**src/rtl/fw_hdr_lookup_pkg.sv**
```systemverilog
// Shared constants and FSM encoding for the firewall header-lookup front end.
package fw_hdr_lookup_pkg;

    localparam logic [15:0] ETH_TYPE_IP  = 16'h0800;
    localparam logic [3:0]  IP_VERSION_4 = 4'd4;

    // Data-word indices (ctrl=0 words, counted from 0)
    localparam logic [2:0] WORD_ETHTYPE = 3'd1;
    localparam logic [2:0] WORD_KEY     = 3'd3;
    localparam logic [2:0] WORD_KEY_LO  = 3'd4;

    typedef enum logic [2:0] {
        S_IDLE,
        S_HDR,
        S_REQ,
        S_WAIT,
        S_TAIL,
        S_EMIT
    } state_t;

endpackage

```
**src/rtl/fw_hdr_lookup.sv**
```systemverilog
// Snoops the packet stream, extracts an IPv4 address key, runs one TCAM compare
// per packet and writes exactly one result bit per packet, in packet order.
module fw_hdr_lookup
    import fw_hdr_lookup_pkg::*;
#(
    parameter int   DATA_WIDTH     = 64,
    parameter int   CTRL_WIDTH     = DATA_WIDTH / 8,
    parameter int   KEY_SEL        = 0,
    parameter logic NON_IP_RESULT  = 1'b0,
    parameter int   TIMEOUT_CYCLES = 16,
    parameter logic TIMEOUT_RESULT = 1'b1
) (
    input  logic                  clk,
    input  logic                  reset,
    input  logic [DATA_WIDTH-1:0] in_data,
    input  logic [CTRL_WIDTH-1:0] in_ctrl,
    input  logic                  in_wr,
    output logic                  in_rdy,
    output logic                  lookup_req,
    output logic [31:0]           lookup_key,
    input  logic                  lookup_busy,
    input  logic                  lookup_done,
    input  logic                  lookup_hit,
    output logic                  out_result,
    output logic                  out_result_wr,
    input  logic                  out_result_rdy
);

    localparam int TW = $clog2(TIMEOUT_CYCLES + 1);

    state_t          state, state_n;
    logic [2:0]      wcnt, wcnt_n;
    logic            eop_seen, eop_n;
    logic [31:0]     key_n;
    logic            req_n;
    logic [TW-1:0]   tcnt, tcnt_n;
    logic            res_n, wr_n;

    logic acc, is_data, data_acc, eop_now;
    logic launch, resolved, finish;
    logic unused_data;

    assign unused_data = ^in_data;

    // Stall the stream after EOP so only one packet's result is ever pending
    assign in_rdy   = ~reset & ~eop_seen;
    assign acc      = in_wr & in_rdy;
    assign is_data  = (in_ctrl == '0);
    assign data_acc = acc & is_data;
    assign eop_now  = acc & ~is_data & (state != S_IDLE);

    always_comb begin
        state_n  = state;
        wcnt_n   = wcnt;
        eop_n    = eop_seen;
        key_n    = lookup_key;
        req_n    = 1'b0;
        tcnt_n   = tcnt;
        res_n    = out_result;
        wr_n     = 1'b0;
        launch   = 1'b0;
        resolved = 1'b0;
        finish   = 1'b0;

        if (data_acc && wcnt != 3'd7)
            wcnt_n = wcnt + 3'd1;
        if (eop_now)
            eop_n = 1'b1;

        case (state)
            S_IDLE: begin
                if (data_acc)
                    state_n = S_HDR;
            end
            S_HDR: begin
                if (eop_now) begin
                    res_n  = NON_IP_RESULT;
                    finish = 1'b1;
                end else if (data_acc) begin
                    if (wcnt == WORD_ETHTYPE &&
                        (in_data[31:16] != ETH_TYPE_IP || in_data[15:12] != IP_VERSION_4)) begin
                        res_n   = NON_IP_RESULT;
                        state_n = S_TAIL;
                    end else if (wcnt == WORD_KEY) begin
                        if (KEY_SEL == 0) begin
                            key_n  = in_data[47:16];
                            launch = 1'b1;
                        end else begin
                            key_n = {in_data[15:0], lookup_key[15:0]};
                        end
                    end else if (wcnt == WORD_KEY_LO && KEY_SEL != 0) begin
                        key_n  = {lookup_key[31:16], in_data[63:48]};
                        launch = 1'b1;
                    end
                end
            end
            S_REQ: launch = 1'b1;
            S_WAIT: begin
                if (lookup_done) begin
                    res_n    = lookup_hit;
                    resolved = 1'b1;
                end else if (tcnt == TW'(TIMEOUT_CYCLES)) begin
                    res_n    = TIMEOUT_RESULT;
                    resolved = 1'b1;
                end else begin
                    tcnt_n = tcnt + TW'(1);
                end
            end
            S_TAIL: begin
                if (eop_now)
                    finish = 1'b1;
            end
            S_EMIT: begin
                if (out_result_rdy) begin
                    wr_n    = 1'b1;
                    state_n = S_IDLE;
                    eop_n   = 1'b0;
                    wcnt_n  = '0;
                end
            end
            default: state_n = S_IDLE;
        endcase

        if (launch) begin
            if (!lookup_busy) begin
                req_n   = 1'b1;
                tcnt_n  = '0;
                state_n = S_WAIT;
            end else begin
                state_n = S_REQ;
            end
        end

        // EOP and lookup completion may arrive in either order
        if (resolved) begin
            if (eop_seen || eop_now)
                finish = 1'b1;
            else
                state_n = S_TAIL;
        end

        if (finish) begin
            if (out_result_rdy) begin
                wr_n    = 1'b1;
                state_n = S_IDLE;
                eop_n   = 1'b0;
                wcnt_n  = '0;
            end else begin
                state_n = S_EMIT;
            end
        end
    end

    always_ff @(posedge clk or posedge reset) begin
        if (reset) begin
            state         <= S_IDLE;
            wcnt          <= '0;
            eop_seen      <= 1'b0;
            lookup_key    <= '0;
            lookup_req    <= 1'b0;
            tcnt          <= '0;
            out_result    <= 1'b0;
            out_result_wr <= 1'b0;
        end else begin
            state         <= state_n;
            wcnt          <= wcnt_n;
            eop_seen      <= eop_n;
            lookup_key    <= key_n;
            lookup_req    <= req_n;
            tcnt          <= tcnt_n;
            out_result    <= res_n;
            out_result_wr <= wr_n;
        end
    end

endmodule

```
**config.mk**
```make
export PLATFORM = sky130hd
export DESIGN_NAME = fw_hdr_lookup
export DESIGN_NICKNAME = d
export VERILOG_FILES = /design/src/rtl/fw_hdr_lookup_pkg.sv /design/src/rtl/fw_hdr_lookup.sv
export SDC_FILE = /design/constraint.sdc
export NUM_CORES = 1
export LEC_CHECK = 0
export BUFFER_PORTS_ARGS = -buffer_cell sky130_fd_sc_hd__buf_2
export CORE_ASPECT_RATIO = 0.9
export CORE_MARGIN = 5
export CORE_UTILIZATION = 42
export DETAILED_ROUTE_END_ITERATION = 8
export PLACE_DENSITY_LB_ADDON = 0.25
export SLEW_MARGIN = 20
export SYNTH_ARGS = -nofsm -noshare
export SYNTH_HDL_FRONTEND = slang
export SYNTH_SLANG_ARGS = --single-unit
```
**constraint.sdc**
```tcl
create_clock -name clk -period 2.1 [get_ports clk]
set_clock_uncertainty 0.15 [all_clocks]
set_input_delay 0.42 -clock clk [delete_from_list [all_inputs] [get_ports clk]]
set_output_delay 0.42 -clock clk [all_outputs]
set_load 0.01 [all_outputs]
```
==> results.cfg <==
[timing]
period_needed_ns = 2.074
postLayoutSetupSlackWorst_ns = 0.02592
setup_tns_ns = 0
setup_viol = 0
max_freq_ghz = 0.4821
slew_viol_final = 0
hold_viol = 0
max_slew.worst_pin.slew_ns = 0.4407
maxSlewHeadroom = 0.7051
rsz0062_at_grt = true
post-route-period-util = 0.9877

[power_and_ir_drop]
peakVddDrop_v = 0.0004093
total_leakage_power_nw = 1.694
p_per_area_nw_per_um2 = 669.4

[yosys]
synth_ff_type = dfrtp_1
synth_top_family_by_area = multiplexers
synth-seq-area-share = 0.4921
synth_warnings = 0
synth_area_um2 = 2390
synth_xor_area_frac = 0.01832
syn_inst = 183
yosysTopAreaCell = dfrtp_1
synth-compound-area-share = 0.08063
ys_types = 43
synth_area_leaders = dfrtp_1 (49%), mux2_4 (19%), ha_1 (3.1%), buf_12 (2.5%), nor2_1 (1.9%)
synth-simple-area-share = 0.1236
yosys-top-cells-count = dfrtp_1 (47), mux2_4 (30), nor2_1 (12)
synthArstFlopShare = 1.000
yosysMostFrequentCell = dfrtp_1
synth-seq-cells = 47
synth_top_area_frac = 0.4921
syn_nets = 268
synthMuxAreaShare = 0.2021
synthAdderAreaFrac = 0.03141
syn_avg_cell_area_um2 = 13.06
synth_enable_flop_cells = 0

[drt]
wl_per_cell_um = 15.22
wirelength_mm = 5.557
drtPass1Iterations = 4
ant_nets = 0
drt_iter0_drc = 51
routed-via-count = 1836
vias_per_cell = 5.030
drc = 0

[place]
globalplace.congestion = 0.8462
dp_cells = 355
place.port_buffers = 86
dp_worst_setup_slack_ns = -0.2613
hpwlAfterDp_mm = 4.146

[setup_path]
crit_path_end_kind = register
path_max_fanout = 5
worstPathRequired_ns = 2.12
critical_path_class = register to register
crit_arrival_ns = 2.09
cp_slowest_cell = or3b_4
reg2reg_from = eop_seen$_DFF_PP0_
crit_path_cell_trace = or3b_4 > a211o_1 > o32a_4 > o21ai_4 > a221oi_2
r2r_slack_ns = 0.03
startpoint = eop_seen$_DFF_PP0_
crit_path_start_kind = register
slowest_delay_ns = 0.40

[clock_tree]
insertion_delay_ns = 0.30
cts.path.max_buffers = 2
path_clk_slew_ns = 0.09
holdBufCountCts = 0
numCtsBuffers = 5
clock-root-buffer = clkbuf_8
cts_num_sinks = 47
cts_tree = done
htreeDepth = 2

[run_status]
outcome = finished, final reports clean

[die]
row_count = 26
start_util = 0.4271
die_w_um = 89.51
die_h_um = 81.56
ios = 115
die_area_um2 = 7300
core_um2 = 5595

[grt]
track_usage = 0.1552
overflow = 0
grt_pass1_vias = 1819
antenna_found_initial = 0
grt_max_degree = 31
grt_pass1_wl_mm = 8.521

[hold_path]
hold_path.class = input port to asynchronous set/reset pin

[job]
maxCapViolCount = 0

[final_layout]
area_growth_pct = 36.13
fin_cells = 365
final_nets = 379
antennaDiodeCount = 0
drive_gt1_frac = 0.5661
cell type report:
| class | instances | area, um2 |
|---|---|---|
| inverter | 9 | 33.78 |
| multi-input combinational | 119 | 1184 |
| fill | 473 | 2342 |
| timing repair buffer | 112 | 675.6 |
| tap | 70 | 87.58 |
| sequential | 47 | 1176 |
| clock buffer | 6 | 82.58 |
| clock inverter | 2 | 13.76 |
final timing paths:
kind / end / cells after the start
worst max-delay path: wcnt[2]$_DFF_PP0_ / 5
worst min-delay path: state[1]$_DFF_PP0_ / 3
worst max register to register: wcnt[2]$_DFF_PP0_ / 5
worst min register to register: lookup_key[25]$_DFFE_PP0P_ / 1
max in group asynchronous: lookup_key[2]$_DFFE_PP0P_ / 4
min in group clk: lookup_key[20]$_DFFE_PP0P_ / 2
placed cells by master, fill, tap and decap left out, types with 3 or more instances in the layout:
master	n
o21ai_0	4
nand2b_1	3
nor2_1	12
dfrtp_1	47
nand2_1	8
nor3_1	3
nor4_4	4
buf_2	86
a21oi_1	5
a31oi_1	4
mux2_4	32
ha_1	6
inv_1	7
buf_4	21
nand4_1	3
clkbuf_8	6
xnor2_1	4
layer usage:
metal	vias up	wire (um)	track usage
met3	7	440	0.04714
met2	67	2623	0.2496
met1	881	2409	0.1976
met4	0	83	0.05506
met5	-	0	0
li1	881	-	-
metrics by stage:
| stage | utilization | area [um2] | hold slack, ns | total power [mW] |
|---|---|---|---|---|
| finish | 0.5814 | 3253 | 0.07506 | 2.178 |
| floorplan | - | 2444 | 0.3695 | 1.327 |
| global route | 0.5814 | 3253 | 0.09809 | 2.307 |
| detailed placement | 0.5501 | 3078 | 0.3391 | 1.569 |
| global placement | 0.5501 | 3078 | 0.3347 | 1.567 |
| CTS | 0.5691 | 3184 | 0.08885 | 2.168 |
timing repair:
action,4_1_cts,5_1_grt
pin swaps,0,3
gates cloned,0,1
gates resized for setup,2,8
setup buffers,0,1
setup endpoints to repair,27,32
kinds of logic (layout without fill, tap and decap cells):
family,after synthesis,after routing
AND/OR/NAND/NOR,50,50
XOR/XNOR,5,5
buffers and inverters,17,129
flip-flops,47,47
adder cells (fa/ha/maj),6,6
AO/OA/AOI/OAI,25,25
multiplexers,33,33
flip-flops by register name (all words and copies together), names as in the netlist:
register and count:
lookup_key 32, tcnt 5, state 3, wcnt 3, eop_seen 1, lookup_req 1, out_result 1, out_result_wr 1
worst max-delay path: cells and delay by family, from the launching register on:
| kind | cells | cell delay, ns |
|---|---|---|
| simple gates | 1 | 0.40 |
| flops | 1 | 0.39 |
| compound gates | 4 | 1.00 |
power by group:
group,switching [mW],internal (mW)
clock network,0.320,0.270
logic,0.297,0.298
registers,0.0339,0.959
Note: power is estimated with default switching activity, not from simulation.
